File: src/rtl/fp_pkg.sv
// Shared FP datapath definitions: field slices, constants, and
// the float-to-int converter state encoding.
package fp_pkg;

    localparam int FP_BIAS = 127;
    localparam logic [7:0] FP_EXP_SPECIAL = 8'hFF;
    localparam logic [7:0] FP_EXP_INT_LIM = 8'd158;
    localparam logic [31:0] INT_MAX = 32'h7FFF_FFFF;
    localparam logic [31:0] INT_MIN = 32'h8000_0000;

    localparam int S_BIT = 31;
    localparam int E_MSB = 30;
    localparam int E_LSB = 23;
    localparam int M_MSB = 22;
    localparam int M_LSB = 0;

    typedef enum logic [1:0] {
        IDLE,
        SHIFT,
        SIGN
    } f2i_state_t;

endpackage

File: src/rtl/float_to_signed_int.sv
// Single-precision float to int32 converter, truncating and saturating.
// Uses an iterative right shifter instead of a full barrel shifter.
module float_to_signed_int
    import fp_pkg::*;
#(
    parameter int SHIFT_STEP = 1
) (
    input  logic        clk,
    input  logic        rst_n,
    input  logic        start,
    input  logic [31:0] FP_val,
    output logic        busy,
    output logic        done,
    output logic [31:0] signed_int_val,
    output logic        ovfl,
    output logic        invalid
);

    localparam logic [4:0] STEP = 5'(SHIFT_STEP);

    f2i_state_t  state_q, state_d;
    logic        sign_q, sign_d;
    logic        sat_q, sat_d;
    logic        ovfl_p_q, ovfl_p_d;
    logic        inv_p_q, inv_p_d;
    logic [31:0] mag_q, mag_d;
    logic [4:0]  cnt_q, cnt_d;
    logic        done_d;
    logic        ovfl_d;
    logic        inv_d;
    logic [31:0] res_d;

    logic        op_s;
    logic [7:0]  op_e;
    logic [22:0] op_m;
    logic [4:0]  amt;

    assign op_s = FP_val[S_BIT];
    assign op_e = FP_val[E_MSB:E_LSB];
    assign op_m = FP_val[M_MSB:M_LSB];
    assign amt  = (cnt_q < STEP) ? cnt_q : STEP;
    assign busy = (state_q != IDLE);

    // Next-state, datapath and output computation.
    always_comb begin
        state_d  = state_q;
        sign_d   = sign_q;
        sat_d    = sat_q;
        ovfl_p_d = ovfl_p_q;
        inv_p_d  = inv_p_q;
        mag_d    = mag_q;
        cnt_d    = cnt_q;
        done_d   = 1'b0;
        res_d    = signed_int_val;
        ovfl_d   = ovfl;
        inv_d    = invalid;
        unique case (state_q)
            IDLE: begin
                // done blocks acceptance so back-to-back starts are spaced
                if (start && !done) begin
                    sign_d   = op_s;
                    sat_d    = 1'b0;
                    ovfl_p_d = 1'b0;
                    inv_p_d  = 1'b0;
                    mag_d    = '0;
                    cnt_d    = '0;
                    state_d  = SIGN;
                    if (op_e == FP_EXP_SPECIAL) begin
                        if (op_m != '0) begin
                            inv_p_d = 1'b1;
                        end else begin
                            sat_d    = 1'b1;
                            mag_d    = op_s ? INT_MIN : INT_MAX;
                            ovfl_p_d = 1'b1;
                        end
                    end else if (op_e >= FP_EXP_INT_LIM) begin
                        sat_d    = 1'b1;
                        mag_d    = op_s ? INT_MIN : INT_MAX;
                        ovfl_p_d = !(op_s && op_e == FP_EXP_INT_LIM
                                     && op_m == '0);
                    end else if (op_e >= 8'(FP_BIAS)) begin
                        mag_d   = {1'b1, op_m, 8'b0};
                        cnt_d   = 5'(FP_EXP_INT_LIM - op_e);
                        state_d = SHIFT;
                    end
                end
            end
            SHIFT: begin
                mag_d = mag_q >> amt;
                cnt_d = cnt_q - amt;
                if (cnt_q == amt) begin
                    state_d = SIGN;
                end
            end
            SIGN: begin
                res_d   = (sign_q && !sat_q) ? -mag_q : mag_q;
                ovfl_d  = ovfl_p_q;
                inv_d   = inv_p_q;
                done_d  = 1'b1;
                state_d = IDLE;
            end
            default: begin
                state_d = IDLE;
            end
        endcase
    end

    // State, datapath and registered outputs.
    always_ff @(posedge clk or negedge rst_n) begin
        if (!rst_n) begin
            state_q        <= IDLE;
            sign_q         <= 1'b0;
            sat_q          <= 1'b0;
            ovfl_p_q       <= 1'b0;
            inv_p_q        <= 1'b0;
            mag_q          <= '0;
            cnt_q          <= '0;
            done           <= 1'b0;
            signed_int_val <= '0;
            ovfl           <= 1'b0;
            invalid        <= 1'b0;
        end else begin
            state_q        <= state_d;
            sign_q         <= sign_d;
            sat_q          <= sat_d;
            ovfl_p_q       <= ovfl_p_d;
            inv_p_q        <= inv_p_d;
            mag_q          <= mag_d;
            cnt_q          <= cnt_d;
            done           <= done_d;
            signed_int_val <= res_d;
            ovfl           <= ovfl_d;
            invalid        <= inv_d;
        end
    end

endmodule

File: config.mk
export PLATFORM = sky130hd
export DESIGN_NAME = float_to_signed_int
export DESIGN_NICKNAME = d
export VERILOG_FILES = /design/src/rtl/fp_pkg.sv /design/src/rtl/float_to_signed_int.sv
export SDC_FILE = /design/constraint.sdc
export NUM_CORES = 1
export LEC_CHECK = 0
export ABC_AREA = 1
export CAP_MARGIN = 30
export CORE_ASPECT_RATIO = 1.75
export CORE_MARGIN = 10
export CORE_UTILIZATION = 50
export DETAILED_ROUTE_END_ITERATION = 7
export PLACE_DENSITY = 0.74
export SETUP_SLACK_MARGIN = 0.15
export SKIP_LAST_GASP = 1
export SLEW_MARGIN = 5
export SYNTH_ARGS = -nofsm -noshare
export SYNTH_HDL_FRONTEND = slang
export SYNTH_SLANG_ARGS = --single-unit
File: constraint.sdc
create_clock -name clk -period 2.05 [get_ports clk]
set_input_delay 0.205 -clock clk [delete_from_list [all_inputs] [get_ports clk]]
set_output_delay 0.205 -clock clk [all_outputs]
set_load 0.02 [all_outputs]
==> reports/results.ini <==
[worst_setup_path]
cp.depth=8
slowest_stage=dfrtp_1
cpPeakStageDelay_ns=0.44
reg2reg_slack_ns=0.28
rr_worst_depth=8
worstSetupPathType=reg -> reg
r2r_start=mag_q[2]$_DFFE_PN0P_
cp-end-kind=flip-flop
cp_max_fo=5
critPathTopFamily=simple AND/OR/NAND/NOR gates
arrival_ns=1.99
cp_cell_sequence=nor2_1, nand2_1, nor3_1, buf_4, nor2_1, or2_2, nand3_1, nand2_1
timing.rr.end=signed_int_val[11]$_DFFE_PN0P_
critPathRequiredTime_ns=2.28
cp_num_buf_inv=1
cp-start-kind=flip-flop

[floorplan]
start_util=0.508
die_y_um=155
dieArea_mm2=0.0150
placeableCoreArea_mm2=0.0102
ioPinCount=71
rows=49
die_w_um=96.9

[clock_tree]
clkSinkCount=78
tritoncts=done
cts_buffers=9
clockBufferDepth=2
clk_pin_slew_worst_paths_ns=0.06
htreeDepth=3
clk_latency_ns=0.34
root_buffer=clkbuf_16

[global_routing]
antenna_found_initial=0
top_usage_layer=met2
grtUsageMet2=0.389
grtUsageTotal=0.206
gr-total-overflow=0
met1_usage=0.197
grt_pass1_vias=5359
grtUsageMet3=0.0393
grt_max_degree=45
grt_pass1_wl_um=25600

[yosys]
synth_top_area_share=0.377
async_reset_ff_frac=1.00
synth_top_family_by_area=simple AND/OR/NAND/NOR gates
synth.cell_area_mm2=0.00517
ys.flop_type=dfrtp_1
syn_avg_cell_area_um2=6.80
seq_area_frac_synth=0.377
syn-num-nets=801
ys_seq_elements=78
synth-xor-area-share=0.0254
synthSimpleGateAreaFrac=0.380
synth_fa_ha_area_frac=0.0121
syn_inst=761
ys_types=39
ys_warn_count=0
synthMuxAreaShare=0
synth-edff-count=0
synth_top_area_cell=dfrtp_1
ys_top_cells_by_area=dfrtp_1 (38%), nand2_1 (18%), nor2_1 (6.3%)
synth_compound_area_frac=0.114

[sta]
worst_pin_slew_ns=0.700
rsz0062_at_grt=no
layout_min_cycle_time_ns=1.77
slew_viol_final=0
setup_viol=0
setup_tns_ns=0
fin_crit_sh=0.862
timing.final.ws_setup_ns=0.282
fmax_mhz=566
max-slew-margin-rel=0.532
clock_skew_ns=0.00641
finalHoldViolations=0

[placed_design]
gp_congestion=0.913
portBuffers=70
hpwl_um=12200
place_ws_ns=-0.102

[hold_path]
hold_class=in -> async

[final_layout]
final.fill_count=985
multi_input_area_mm2=0.00278
final_cell_mix=nand2_1 (252), nor2_1 (83), dfrtp_1 (78)
drive_above_1_share=0.111
fin_nets=884
area_growth_pct=24.7
mostFrequentLayoutCell=nand2_1
fin_util=0.634
antenna_cells=0
regArea_mm2=0.00195

[drt]
drt_iter0_markers=284
wirelength_um=15600
ant_nets=0
drc=0
post_drt_wl_per_cell_um=16.0
vias=5265
firstDrtPassIters=5
vias_per_cell=5.39

[power]
peakVddDrop_v=0.00121
powerDensity_mw_per_mm2=1640
p_leak_nw=3.13

[outcome]
status=completed

[flow_run]
maxCapViolCount=0

-- metal layers --
layer,share of wire,wire (µm)
met5,0,0
met4,0.056,867
met3,0.050,773
met2,0.54,8370
met1,0.36,5570
-- state kept, by name, summed over array words and instances (netlist names), 2 cells and up --
register and count:
cnt_q 5, state_q 2, signed_int_val 32, mag_q 32
-- kinds of logic after synthesis --
family                   Yosys count
AND/OR/NAND/NOR                  450
buffers and inverters            114
AO/OA/AOI/OAI                     99
flip-flops                        78
XOR/XNOR                          15
adder cells (fa/ha/maj)            5
-- metrics by stage --
stage / hold slack, ns / instance area, µm² / std cells / power, mW
after global placement: 0.0577 / 6120 / 957 / 8.84
after global routing: 0.263 / 6450 / 976 / 11.5
after CTS: 0.244 / 6410 / 974 / 10.5
final: 0.241 / 6450 / 976 / 10.6
after detailed placement: 0.0605 / 6120 / 957 / 8.99
after floorplan: -0.0906 / 5170 / 761 / 6.92
-- cell type report --
type                            instances  share of cell area
Multi-Input combinational cell        569               0.431
Sequential cell                        78               0.303
Timing Repair Buffer                   98               0.147
Inverter                               88              0.0516
Clock buffer                            9              0.0349
Tap cell                              127              0.0246
Clock inverter                          7             0.00776
-- worst register-to-register path, cell delays in order (launching register included) --
cell and delay, ns:
dfrtp_1 0.44, nor2_1 0.11, nand2_1 0.16, nor3_1 0.23, buf_4 0.15, nor2_1 0.05
or2_2 0.29, nand3_1 0.16, nand2_1 0.07
-- synth_stat cells, drive strengths merged, types with 6 or more instances --
| cell | n |
|---|---|
| inv | 88 |
| o21ai | 43 |
| o22ai | 12 |
| o21bai | 12 |
| buf | 13 |
| nand3 | 61 |
| a21oi | 13 |
| nor2 | 97 |
| nand2 | 267 |
| a31oi | 7 |
| xor2 | 9 |
| nand4 | 17 |
| dfrtp | 78 |
| xnor2 | 6 |
| clkbuf | 13 |
-- power by group --
| part | total (mW) | internal (mW) | switching (mW) |
|---|---|---|---|
| logic | 6.10 | 2.35 | 3.75 |
| registers | 2.99 | 2.31 | 0.679 |
| clock network | 1.48 | 0.820 | 0.657 |
| total | 10.6 | 5.48 | 5.09 |
-- worst max path at each step --
stage	start	end	slack, ns
floorplan	state_q[0]$_DFFE_PN0P_	mag_q[22]$_DFFE_PN0P_	0.57
global placement	FP_val[23]	mag_q[11]$_DFFE_PN0P_	0.01
detailed placement	FP_val[24]	mag_q[9]$_DFFE_PN0P_	-0.10
CTS	cnt_q[4]$_DFFE_PN0P_	mag_q[0]$_DFFE_PN0P_	0.17
global route	mag_q[8]$_DFFE_PN0P_	signed_int_val[30]$_DFFE_PN0P_	0.15
finish	mag_q[2]$_DFFE_PN0P_	signed_int_val[11]$_DFFE_PN0P_	0.28
-- repair_timing --
item / 4_1_cts / 5_1_grt
resized for setup: 1 / 10
hold endpoints to repair: 50 / 0
hold buffers: 1 / 0
setup endpoints to repair: 1 / 27
gates cloned: 0 / 0
pin swaps: 0 / 1
setup buffers: 0 / 2
Power figures use the tool's default switching activity.
==> RTL edit 1 (same settings) <==
Reset style: synchronous (`rst_n`), changed in one clocked block.
--- a/src/rtl/float_to_signed_int.sv
+++ b/src/rtl/float_to_signed_int.sv
@@ -108,3 +108,3 @@
     // State, datapath and registered outputs.
-    always_ff @(posedge clk or negedge rst_n) begin
+    always_ff @(posedge clk) begin
         if (!rst_n) begin
Check against the original RTL: differs if rst_n is asserted again (counterexample within 4 cycles, from zero or initial values and one cycle with rst_n low); with rst_n held inactive, the same outputs for 4 cycles.
==> RTL edit 1 against the unedited design <==
Fmax up 0.30%. Non-clock buffer count up 3. Setup slack improved by 0.0053 ns. Routed wire length shrank 7.2%. Count of clock-buffer cells in the layout increased by 1. Synthesized cell count up 2.4%. Final area shrank 5.7%. Sequential cell count unchanged. Synthesized area fell by 7.4%. Critical path type unchanged.
Power is not compared: it rests on default switching activity, and its combinational part moved more than twofold at a synthesized area within 25%.
==> RTL edit 1: results (changes against the unedited design) <==
vias per inst - 5.29 (was 5.39)
DR vias - 5213 (was 5265)
Overall Global Routing Usage - 20.8% (was 20.6%)
Area contributors post-synth - dfxtp_1 (33%), nand2_1 (15%), nor2_1 (7.9%) (was dfrtp_1 (38%), nand2_1 (18%), nor2_1 (6.3%))
Clk pin slew, worst setup/hold paths - 0.06 ns (about the same)
CP max stage cell - dfxtp_1 (was dfrtp_1)
vias in the first global route - 5132 (was 5359)
Crit Path Class - flop to flop (unchanged)
initial antenna violation count - 0 (unchanged)
Top Registers - mag_q (32), signed_int_val (32), cnt_q (5) (unchanged)
syn_nets - 819 (was 801)
met2 WL - 7.61 mm (was 8.37 mm)
fillers - 940 (was 985)
Highest Signal Layer - met4 (unchanged)
worst hold start - sign_q
Worst-Skew Late Latency - 0.34 ns (about the same)
Num CTS Buffers - 9 (unchanged)
Clock Skew - 0.00482 ns (was 0.00641 ns)
share of layout cells above drive strength 1 - 8.81% (was 11.1%)
outcome - complete, no violations (unchanged)
DP HPWL - 11.2 mm (was 12.2 mm)
Seq/Total Area, Yosys - 32.6% (was 37.7%)
Worst R2R Start - cnt_q[1] (was mag_q[2])
VDD IR max - 517 uV
synth cell count leaders - nand2_1 (196), nor2_1 (101), inv_1 (96) (was nand2_1 (254), nor2_1 (87), dfrtp_1 (78))
Mapped Avg Cell Area - 6.15 sq um (was 6.80 sq um)
switching share of total power - 34.9%
Diodes inserted - 0 (unchanged)
leakage - 2.80 nW
crit-path max FO - 4 (was 5)
htree depth - 3 (unchanged)
YS warnings - 0 (unchanged)
CP max stage delay - 0.40 ns (was 0.44 ns)
fraction of registers with async set/reset - 0% (was 100%)
CTS root buf - clkbuf_16 (unchanged)
Slew HR - 61.4% (was 53.2%)
first-pass GRT wire length - 23.7 mm (was 25.6 mm)
Hold WC Path Type - flop to flop (was input pin to asynchronous set/reset pin)
routability cong. - 0.920 (was 0.913)
dpl cells - 969 (was 957)
max_cap viols - 0 (unchanged)
final WL - 14.5 mm (was 15.6 mm)
pre-CTS setup slack - -0.0115 ns (was -0.102 ns)
clock buffer depth - 2 (unchanged)
family with the most delay on the worst path - simple AND/OR/NAND/NOR gates (unchanged)
DRT met1 WL - 5.51 mm (was 5.57 mm)
Layout Nets - 898 (was 884)
Placement Cell Area - 5760 sq um (was 6120 sq um)
largest net degree at the start of global routing - 62 (was 45)
metal3 WL - 633 um (was 773 um)
number of I/O port buffers - 70 (unchanged)
drt pass-1 iters - 5 (unchanged)
Arr. time, crit path - 1.98 ns
Yosys cell types - 37 (was 39)
DRT iter0 DRCs - 300 (was 284)
RTL edit 1: changes by cell type after synthesis, sizes merged, moves of 35 or more:
cell and change:
a21oi +56, dfrtp -78, dfxtp +78, nand2 -63
o21ai +35
RTL edit 1: power by group through the flow:
stage	clock (mW)	sequential [mW]	combinational (mW)
6_report	1.63	1.80	1.56
5_1_grt	1.71	1.82	1.75
4_1_cts	1.65	1.80	1.55
3_5_place_dp	0	1.83	1.54
3_3_place_gp	0	1.82	1.53
2_1_floorplan	0	1.86	0.956
RTL edit 1: cell families after synthesis:
logic type,count (synthesis),share of synthesized area [%]
adders and majority gates,5,1.31
xor gates and xnor gates,18,3.29
and+or+nand+nor,380,33.4
DFF,78,32.6
AOI/OAI and AO/OA,164,18.1
buffers and inverters,134,11.3
RTL edit 1: final timing paths:
| check | slack (ns) | depth (start not counted) | end |
|---|---|---|---|
| setup reg to reg | 0.29 | 10 | cnt_q[4] |
| setup / recovery | 0.29 | 10 | cnt_q[4] |
| hold reg to reg | 0.46 | 2 | sign_q |
| hold / removal | 0.46 | 2 | sign_q |
RTL edit 1: layer usage:
metal,track usage [%],vias up
li1,-,2638
met1,21.0,2400
met2,38.3,137
met3,3.61,38
met4,12.1,0
met5,0,-
RTL edit 1: timing repair:
item | 4_1_cts | 5_1_grt
gates resized for setup | 0 | 4
endpoints found under the setup margin | 0 | 4
buffers inserted | 0 | 0
RTL edit 1: layout make-up:
cell class              instances  area, sq um  area share, %
inverters                     101          385           6.34
flip-flops and latches         78         1560           25.7
repair buffers                101          971           16.0
clock inverters                 6         70.1           1.15
well taps                     122          153           2.51
clock buffers                  10          239           3.93
multi-input cells             567         2700           44.4
==> RTL edit 2 (same flow settings) <==
Made on the original files. The package constant `INT_MAX` goes from 32'h7FFF_FFFF to 32'h5FFFFFFF.
--- a/src/rtl/fp_pkg.sv
+++ b/src/rtl/fp_pkg.sv
@@ -7,3 +7,3 @@
     localparam logic [7:0] FP_EXP_INT_LIM = 8'd158;
-    localparam logic [31:0] INT_MAX = 32'h7FFF_FFFF;
+    localparam logic [31:0] INT_MAX = 32'h5FFFFFFF;
     localparam logic [31:0] INT_MIN = 32'h8000_0000;
Function: changed (a bounded check fails within 4 cycles, from zero or initial values and one cycle with rst_n low).
==> RTL edit 2 against the unedited design <==
Clock skew rose by 0.0031 ns. Die area fell by 1.4%. Routed wire length fell by 0.84%. Fmax fell by 2.3%. Power rose by 0.30%. Synthesized area fell by 1.7%. Final area fell by 1.0%. Sequential cell count did not move. Cell count fell by 0.72%. Count of clock-buffer cells in the layout rose by 1. Synthesized cell count fell by 0.53%. Setup slack got worse by 0.042 ns.
==> RTL edit 2: results (changes against the unedited design) <==
outcome - complete, no violations (unchanged)
synth cell count leaders - nand2_1 (272), nor2_1 (86), dfrtp_1 (78) (was nand2_1 (254), nor2_1 (87), dfrtp_1 (78))
Arr. time, crit path - 2.03 ns (was 1.99 ns)
Clock Skew - 0.00946 ns (was 0.00641 ns)
number of I/O port buffers - 70 (unchanged)
antenna viol nets, final - 0 (unchanged)
largest net degree at the start of global routing - 46 (was 45)
Reg2Reg Depth - 7 (was 8)
share of layout cells above drive strength 1 - 9.72% (was 11.1%)
Slew HR - 72.8% (was 53.2%)
Overall Global Routing Usage - 21.3% (was 20.6%)
vias per inst - 5.38 (was 5.39)
Worst Setup EP - signed_int_val[11] (unchanged)
Area contributors post-synth - dfrtp_1 (38%), nand2_1 (20%), nor2_1 (6.4%) (was dfrtp_1 (38%), nand2_1 (18%), nor2_1 (6.3%))
Post-CTS Setup Bufs - 0 (unchanged)
Worst-Skew Late Latency - 0.34 ns (about the same)
CTS root buf - clkbuf_16 (unchanged)
VDD IR max - 998 uV (was 1210 uV)
post-route insts no fill - 969 (was 976)
clock buffer depth - 2 (unchanged)
Top Registers - mag_q (32), signed_int_val (32), cnt_q (5) (unchanged)
Placement Cell Area - 6050 sq um (was 6120 sq um)
leakage - 3.11 nW (was 3.13 nW)
vias in the first global route - 5272 (was 5359)
syn_nets - 797 (was 801)
Clk pin slew, worst setup/hold paths - 0.06 ns (about the same)
DRT iter0 DRCs - 188 (was 284)
Worst Setup SP - mag_q[2] (unchanged)
routability cong. - 0.928 (was 0.913)
Yosys cell types - 38 (was 39)
fillers - 934 (was 985)
Num CTS Buffers - 9 (unchanged)
pre-CTS setup slack - -0.136 ns (was -0.102 ns)
drt pass-1 iters - 5 (unchanged)
Hold WC Path Type - input pin to asynchronous set/reset pin (unchanged)
final WL - 15.5 mm (was 15.6 mm)
FF-to-FF setup slack - 0.24 ns (was 0.28 ns)
initial antenna violation count - 0 (unchanged)
htree depth - 3 (unchanged)
post-synthesis cell count - 757 (was 761)
first-pass GRT wire length - 24.9 mm (was 25.6 mm)
fraction of registers with async set/reset - 100% (unchanged)
crit-path max FO - 5 (unchanged)
Seq/Total Area, Yosys - 38.4% (was 37.7%)
DP HPWL - 12.1 mm (was 12.2 mm)
dpl cells - 953 (was 957)
top_reg_cell synth - dfrtp_1 (unchanged)
final worst-path setup slack - 0.240 ns (was 0.282 ns)
YS warnings - 0 (unchanged)
Post-synth EDFFs - 0 (unchanged)
Layout Nets - 880 (was 884)
Diodes inserted - 0 (unchanged)
-- RTL edit 2: changes by cell type in the layout (fill, tap and decap cells not counted), sizes merged, moves of 2 or more --
| cell | delta |
|---|---|
| nand3 | -5 |
| inv | -8 |
| a31oi | -2 |
| a21boi | +2 |
| a21oi | -4 |
| nand4 | -3 |
| o211ai | +3 |
| nand2 | +10 |
-- RTL edit 2: cell type report --
type | count | area [sq um] | area share, %
sequential | 78 | 1950 | 30.6
clock buffer | 10 | 229 | 3.59
multi-input combinational | 571 | 2730 | 42.8
inverter | 83 | 312 | 4.88
timing repair buffer | 97 | 941 | 14.7
tap | 125 | 156 | 2.45
clock inverter | 5 | 61.3 | 0.960
-- RTL edit 2: report_power, final --
part	switching [mW]	internal, mW
registers	0.701	2.31
logic	3.67	2.34
clock network	0.642	0.938
total	5.02	5.58
-- RTL edit 2: kinds of logic (layout without fill, tap and decap cells) --
logic type,count (synthesis),in the layout,synth area share [%]
flip-flops,78,78,38.4
adder cells (fa/ha/maj),5,5,1.23
AO/OA/AOI/OAI,98,98,11.7
buffers and inverters,108,195,8.52
AND/OR/NAND/NOR,452,452,37.4
XOR/XNOR,16,16,2.76
-- RTL edit 2: worst min path at each step --
stage,end,depth (start not counted),slack (ns),startpoint
2_1_floorplan,cnt_q[0],0,-0.09,rst_n
3_3_place_gp,signed_int_val[13],1,0.09,rst_n
3_5_place_dp,mag_q[12],1,0.09,rst_n
4_1_cts,mag_q[12],2,0.28,rst_n
5_1_grt,mag_q[12],2,0.29,rst_n
6_report,mag_q[12],2,0.27,rst_n
-- RTL edit 2: worst max-delay path, stage by stage, from the launching register on --
cell and delay, ns:
dfrtp_1 0.44, nor2_1 0.11, nand2_1 0.16, nor3_1 0.39, nor2_1 0.09, or2_2 0.28, nand3_1 0.16, nand2_1 0.07
-- RTL edit 2: timing repair --
| action | in CTS | in global routing |
|---|---|---|
| hold buffers | 1 | 0 |
| gates resized for setup | 0 | 12 |
| endpoints found under the hold margin | 15 | 0 |
| endpoints found under the setup margin | 0 | 22 |
-- RTL edit 2: layer usage --
layer / global-route usage (%) / wire [um] / share of wire, % / up-vias
met2: 40.1 / 8570 / 55 / 135
met4: 9.53 / 569 / 3.7 / 0
li1: - / - / - / 2576
met1: 20.8 / 5640 / 37 / 2467
met5: 0 / 0 / 0 / -
met3: 4.32 / 678 / 4.4 / 36
-- RTL edit 2: per-stage QoR --
step / hold slack, ns / util (%)
floorplan: -0.0906 / -
global placement: 0.0875 / 61.0
detailed placement: 0.0904 / 61.0
CTS: 0.275 / 64.1
global route: 0.292 / 64.4
finish: 0.274 / 64.4
